<file path="config.mk">
export PLATFORM = sky130hd
export DESIGN_NAME = instr_dcd_burst
export DESIGN_NICKNAME = d
export VERILOG_FILES = /design/src/rtl/pwm_spi_pkg.sv /design/src/rtl/burst_addr_ctr.sv /design/src/rtl/instr_dcd_burst.sv
export SDC_FILE = /design/constraint.sdc
export NUM_CORES = 1
export LEC_CHECK = 0
export CORE_AREA = 2 2 66 68
export DETAILED_ROUTE_END_ITERATION = 7
export DIE_AREA = 0 0 68 70
export HOLD_SLACK_MARGIN = 0.05
export PLACE_DENSITY = 0.83
export REMOVE_ABC_BUFFERS = 1
export SLEW_MARGIN = 30
export SYNTH_ARGS = -nofsm -noshare
export SYNTH_HDL_FRONTEND = slang
export SYNTH_SLANG_ARGS = --single-unit
</file>
<file path="constraint.sdc">
create_clock -name clk -period 7.5 [get_ports clk]
set_input_delay 1.5 -clock clk [delete_from_list [all_inputs] [get_ports clk]]
set_output_delay 1.5 -clock clk [all_outputs]
set_load 0.05 [all_outputs]
</file>
<file path="src/rtl/pwm_spi_pkg.sv">
// rtl/pwm_spi_pkg.sv - shared state encoding and command field positions
package pwm_spi_pkg;

  typedef enum logic [2:0] {
    CMD     = 3'd0,
    ADDR_LO = 3'd1,
    WDATA   = 3'd2,
    RDATA   = 3'd3,
    IGNORE  = 3'd4
  } state_t;

  localparam int CMD_WR_BIT    = 7;
  localparam int CMD_BURST_BIT = 6;

endpackage

</file>
<file path="src/rtl/burst_addr_ctr.sv">
// rtl/burst_addr_ctr.sv - burst address register with wrap and transfer count
module burst_addr_ctr #(
  parameter int ADDR_W    = 6,
  parameter int MAX_BURST = 16
) (
  input  logic              clk,
  input  logic              rst_n,
  input  logic              clear,
  input  logic              load,
  input  logic              step,
  input  logic [ADDR_W-1:0] base,
  output logic [ADDR_W-1:0] cur,
  output logic              burst_last,
  output logic              burst_done
);

  localparam int CNT_W = $clog2(MAX_BURST + 1);

  logic [CNT_W-1:0] count;

  // load and step together mean the first transfer happens at base in the same cycle
  always_ff @(posedge clk or negedge rst_n) begin
    if (!rst_n) begin
      cur   <= '0;
      count <= '0;
    end else if (clear) begin
      cur   <= '0;
      count <= '0;
    end else if (load || step) begin
      cur   <= (load ? base : cur) + ADDR_W'(step);
      count <= (load ? '0 : count) + CNT_W'(step);
    end
  end

  assign burst_last = (count == CNT_W'(MAX_BURST - 1));
  assign burst_done = (count == CNT_W'(MAX_BURST));

endmodule

</file>
<file path="src/rtl/instr_dcd_burst.sv">
// rtl/instr_dcd_burst.sv - SPI command decoder with optional address byte and bursts
module instr_dcd_burst
  import pwm_spi_pkg::*;
#(
  parameter int ADDR_W    = 6,
  parameter int MAX_BURST = 16
) (
  input  logic              clk,
  input  logic              rst_n,
  input  logic              byte_sync,
  input  logic              frame_end,
  input  logic [7:0]        data_in,
  output logic [7:0]        data_out,
  output logic              read,
  output logic              write,
  output logic [ADDR_W-1:0] addr,
  input  logic [7:0]        data_read,
  output logic [7:0]        data_write,
  output logic              busy
);

  state_t            state, nxt;
  logic              cmd_wr, cmd_burst;
  logic [5:0]        cmd_hi;
  logic              ctr_load, ctr_step, rd_fire, wr_fire;
  logic              burst_last, burst_done;
  logic [ADDR_W-1:0] base, cur, strobe_addr;

  // Wide addresses keep only the low command bits above the address byte
  assign base = (ADDR_W > 6) ? ADDR_W'({cmd_hi, data_in}) : ADDR_W'(data_in[5:0]);

  always_comb begin
    nxt      = state;
    ctr_load = 1'b0;
    rd_fire  = 1'b0;
    wr_fire  = 1'b0;
    case (state)
      CMD: if (byte_sync) begin
        if (ADDR_W > 6) begin
          nxt = ADDR_LO;
        end else begin
          ctr_load = 1'b1;
          if (data_in[CMD_WR_BIT]) nxt = WDATA;
          else begin
            nxt     = RDATA;
            rd_fire = 1'b1;
          end
        end
      end
      ADDR_LO: if (byte_sync) begin
        ctr_load = 1'b1;
        if (cmd_wr) nxt = WDATA;
        else begin
          nxt     = RDATA;
          rd_fire = 1'b1;
        end
      end
      WDATA: if (byte_sync) begin
        wr_fire = 1'b1;
        if (!cmd_burst || burst_last) nxt = IGNORE;
      end
      RDATA: if (byte_sync) begin
        if (!cmd_burst || burst_done) nxt = IGNORE;
        else rd_fire = 1'b1;
      end
      IGNORE: nxt = IGNORE;
      default: nxt = CMD;
    endcase
    if (frame_end) nxt = CMD;
    ctr_step    = rd_fire | wr_fire;
    strobe_addr = ctr_load ? base : cur;
  end

  burst_addr_ctr #(
    .ADDR_W    (ADDR_W),
    .MAX_BURST (MAX_BURST)
  ) u_ctr (
    .clk        (clk),
    .rst_n      (rst_n),
    .clear      (frame_end),
    .load       (ctr_load),
    .step       (ctr_step),
    .base       (base),
    .cur        (cur),
    .burst_last (burst_last),
    .burst_done (burst_done)
  );

  always_ff @(posedge clk or negedge rst_n) begin
    if (!rst_n) begin
      state      <= CMD;
      busy       <= 1'b0;
      read       <= 1'b0;
      write      <= 1'b0;
      addr       <= '0;
      data_write <= 8'h00;
      data_out   <= 8'h00;
      cmd_wr     <= 1'b0;
      cmd_burst  <= 1'b0;
      cmd_hi     <= 6'h00;
    end else begin
      state <= nxt;
      busy  <= (nxt != CMD);
      read  <= rd_fire;
      write <= wr_fire;
      if (rd_fire || wr_fire) addr <= strobe_addr;
      if (wr_fire) data_write <= data_in;
      if (read) data_out <= data_read;
      if (state == CMD && byte_sync) begin
        cmd_wr    <= data_in[CMD_WR_BIT];
        cmd_burst <= data_in[CMD_BURST_BIT];
        cmd_hi    <= data_in[5:0];
      end
    end
  end

endmodule

</file>
# Yosys cells after proc, flatten, opt, wreduce, memory -nomap -nowiden
# Index checks and enable logic that the tools add are counted.
# op_classes
reduce_logical,10
bitwise_logic,1
eq_ne,6
muxes,26
add_sub_neg,2
# ops
cell,n
$mux 3,7
$mux 6,3
$mux 5,3
$pmux 3 s5,1
$mux 1,11
$add 6x1->6,1
$eq 3x2->1 const B,2
$add 5x1->5,1
$eq 5x4->1 const B,1
$eq 5x5->1 const B,1
$logic_or 1x1->1,4
$eq 3x1->1 const B,1
$eq 3x3->1 const B,1
$logic_not 3->1,1
$pmux 1 s3,1
$reduce_bool 3->1,1
$reduce_bool 2->1,1
$reduce_or 2->1,1
$logic_and 1x1->1,1
$logic_not 1->1,1
$or 1x1->1,1
# word_totals
reg_bits,41
wordCells,56
output_inout_bits,25

# Depth between registers and ports, before layout
# depth
ltp_word,9
ltp_mapped,12
ltp_nobuf,9

# Modules after synthesis
# Synthesis repeated with hierarchy kept, for this count alone.
# hier_totals
cells_unflattened,176
hier_area_um2,2133.3
# by_module_without_submodules
module,cells_each,n_inst,area_each_um2
instr_dcd_burst,101,1,1386.3
burst_addr_ctr,75,1,747.0

# Least setup slack after synthesis
# Ideal clock, no wire load.
# synth_path
path_kind,input port to flip-flop
start,input byte_sync
end,register u_ctr.cur[3]
setup_ps,96
setup_slack_ps,4026
arrival_ps,3379
required_ps,7404
stages,9
path_cell_list,buf_4 > nor2b_1 > o21ai_0 > a31oi_2 > ha_1 > nand3_1 > or4_1 > o211a_1 > o32ai_2
# synth_via
elab_chain_cells,6
# synth_rtl
element,line_no,rtl
start: declaration,instr_dcd_burst.sv:10,"input logic byte_sync,"
$mux 1 (on tied branches),-,
$pmux 1 s3 or $mux 1 (tied branches),instr_dcd_burst.sv:37,case (state)
$or 1x1->1 *,instr_dcd_burst.sv:70,ctr_step = rd_fire | wr_fire;
net ctr_step,instr_dcd_burst.sv:25,"logic ctr_load, ctr_step, rd_fire, wr_fire;"
$add 6x1->6,burst_addr_ctr.sv:30,cur <= (load ? base : cur) + ADDR_W'(step);
$mux 6,burst_addr_ctr.sv:29,end else if (load || step) begin
$mux 6,burst_addr_ctr.sv:26,end else if (clear) begin
end signal: assignment,burst_addr_ctr.sv:30,
end: declaration,burst_addr_ctr.sv:12,"output logic [ADDR_W-1:0] cur,"
# Mark *: on every way through the listed nets, which the timed path passes. The rest lies on a longest branch. The select of a mux whose other input is x is not followed.
# A chain may end at the register's enable or synchronous reset.

# Worst setup path after layout
# layout_path
start,input byte_sync
end,register u_ctr.cur[5]
# Same word-level chain as after synthesis.

==> qor.txt <==
Final nets = 271
Total wire length = 4.45 mm
Initial Util = 52.4%
Post-Place Worst Slack = 3080 ps
Vias in the first global route = 1745
MaxCap Viol Count = 0
Postcts setup bufs = 0
Final Hold Fails = 0
Global-route wire length before repair = 7.67 mm
Setup CP Type = primary input to register
RSZ-0062 raised after global routing = no
Die H = 70 um
Gate Count Post-Synth = 210
Internal = 0.483 mW
Placeable Area = 4140 um^2
Net Sw Frac = 41.5%
Clock Power Share = 16.4%
Antenna viol nets, final = 0
Vias/cell = 5.80
Fin cells = 300
TritonCTS clock tree = built
Share of power burned in registers = 37.8%
Comb pwr share = 45.8%
Worst hold slack = 510 ps
Setup TNS = 0 ps
DR pass1 iterations = 4
Max_slew headroom = 42.9%
R2R Path End = u_ctr.cur[5]
Final slew viol count = 0
Routability cong. = 0.874
Cts bufs inserted = 5
Site row count = 24
I/O pin count = 45
Worst setup EP type = register
Final setup viols = 0
GRT overflow = 0
Register area = 1030 um^2
Clock Skew = 7.02 ps
Number of vias in the routed layout = 1740
Net load switching power = 0.344 mW
Port Buffers = 44
Worst skew pair latency = 290 ps
Peak supply drop = 0.219 mV
Area contributors post-synth = dfrtp_1 47%, mux2_2 12%, nand2_1 4.3%
Hold crit path type = register to register
DIE AREA = 4760 um^2
Worst Path Max Fanout = 9
YS warnings = 0
Post-synth EDFFs = 0
Die width = 68 um
Cell area power density = 307 nW/um^2
Async set-reset flop share out of synthesis = 100%
Fin crit share = 55.5%
Hold_buf cts = 0
CP endpoint = u_ctr.cur[5]
Sequential area share after synthesis = 47.3%
Area share of the largest cell type after synthesis = 47.3%
Worst-case clock buffer depth = 2
Multi-input gate area = 1080 um^2
Antenna cell count = 0
Mapped cell area = 2170 um^2
Synth area leader = dfrtp_1
R2r setup slk = 4660 ps
Register-to-Register Path Depth = 8
Fillers = 341
Final setup margin = 3340 ps
Area Overhead vs Synth = 24.0%
Worst setup startpoint = byte_sync
Origin of the critical flop-to-flop path = state[2]
Crit path time final = 4160 ps
Synth Register Bits = 41
Placed cell count = 292
CTS resizes = 0
Max Clock Freq = 240 MHz
DR iter-0 viols = 104
H-tree depth = 2
CTS Sinks = 41
Largest net degree at the start of global routing = 42
WL/cell = 14.8 um
Antenna violations before repair = 0
DRC Markers = 0
Clock transition at path regs = 70 ps
Top_reg_cell synth = dfrtp_1
Synth Area per Inst = 10.3 um^2
Outcome = completed
Layout cells sized above 1 = 14.1%
Clk root buf = clkbuf_8
Leakage power = 1.13 nW
Measured slew at the worst slew-check pin = 853 ps
All-layer global routing usage = 20.7%
Crit path DAT = 4340 ps
CP Data Required Time = 7680 ps
Yosys cell types = 45
HPWL after detailed placement = 3.04 mm
CP startpoint kind = primary input
-- kinds of logic after synthesis --
logic type                 after synthesis  share of synthesized area (%)
muxes                                   27                           13.8
and+or+nand+nor                         87                           21.8
AOI/OAI and AO/OA                       35                           11.4
adders and majority gates                4                           2.31
DFF                                     41                           47.3
buffers and inverters                   16                           3.46
-- worst min path at each step --
stage / startpoint / to / slack [ps] / cells after the start
6_report: data_out[7] / data_out[7] / 510 / 1
5_1_grt: data_out[7] / data_out[7] / 520 / 1
4_1_cts: data_write[6] / data_write[6] / 510 / 1
3_5_place_dp: data_write[1] / data_write[1] / 500 / 1
3_3_place_gp: data_out[4] / data_out[4] / 490 / 1
2_1_floorplan: u_ctr.cur[0] / u_ctr.cur[0] / 490 / 2
-- final cells by class --
| class | instances | share of cell area [%] |
|---|---|---|
| Tap cell | 52 | 2.42 |
| Inverter | 2 | 0.279 |
| Multi-Input combinational cell | 153 | 40.0 |
| Clock buffer | 8 | 2.97 |
| Sequential cell | 41 | 38.1 |
| Timing Repair Buffer | 44 | 16.3 |
-- critical path: stages --
cell and delay (ps):
clkdlybuf4s50_1 640, nor2b_1 310, o21ai_0 170, a31oi_2 500, ha_1 310, nand4b_1 120
or4_1 410, o211a_1 140, o311ai_1 240
-- cell usage in the layout (no fill, tap or decap), types with 2 or more instances in the layout --
cell              n
o211a_1           2
clkdlybuf4s50_1  43
and2_1            3
dfrtp_1          41
nor3_1            4
o21ai_0          11
nand2b_1          8
inv_1             2
nand2_1          25
nor4_1            2
nand3_1           6
mux2i_1           4
or4_1             4
nand3b_1          2
or3_1             2
nor2_1           12
and3_1            2
nand4_1           2
a21oi_1           7
nor2b_1           3
mux2_2           23
o211ai_1          3
nor3b_1           4
ha_1              4
nand4b_1          4
clkbuf_1          3
clkbuf_8          5
-- flip-flops by register name (all words and copies together), names as in the netlist, 3 cells and up --
register / flops
addr: 6
data_out: 8
data_write: 8
state: 3
u_ctr.count: 5
u_ctr.cur: 6
-- synth_stat cells, types with 6 or more instances --
master,n
clkbuf_1,7
nand3_1,6
mux2_2,23
nor2_1,12
dfrtp_1,41
nand2b_1,8
o21ai_0,11
a21oi_1,7
nand2_1,25
-- power groups by stage --
| stage | Combinational [mW] | Clock [mW] | Sequential, mW |
|---|---|---|---|
| 6_report | 0.378 | 0.136 | 0.312 |
| 4_1_cts | 0.381 | 0.141 | 0.313 |
| 3_3_place_gp | 0.376 | 0 | 0.313 |
| 3_5_place_dp | 0.380 | 0 | 0.317 |
| 5_1_grt | 0.400 | 0.150 | 0.321 |
| 2_1_floorplan | 0.0887 | 0 | 0.473 |
-- metal layers --
metal	vias to the layer above	wire [um]	global-route usage, %
met5	-	0	0
met3	8	313	5.15
met2	67	2180	35.8
met1	836	1890	25.0
met4	0	57	5.56
li1	829	-	-
-- per-stage QoR --
stage | area (um^2) | utilization, % | power [mW]
after global routing | 2690 | 65.0 | 0.871
after detailed placement | 2600 | 62.8 | 0.697
after global placement | 2600 | 62.8 | 0.690
after floorplan | 2100 | - | 0.562
final | 2690 | 65.0 | 0.827
after CTS | 2680 | 64.8 | 0.835
(Power assumes the default switching activity.)
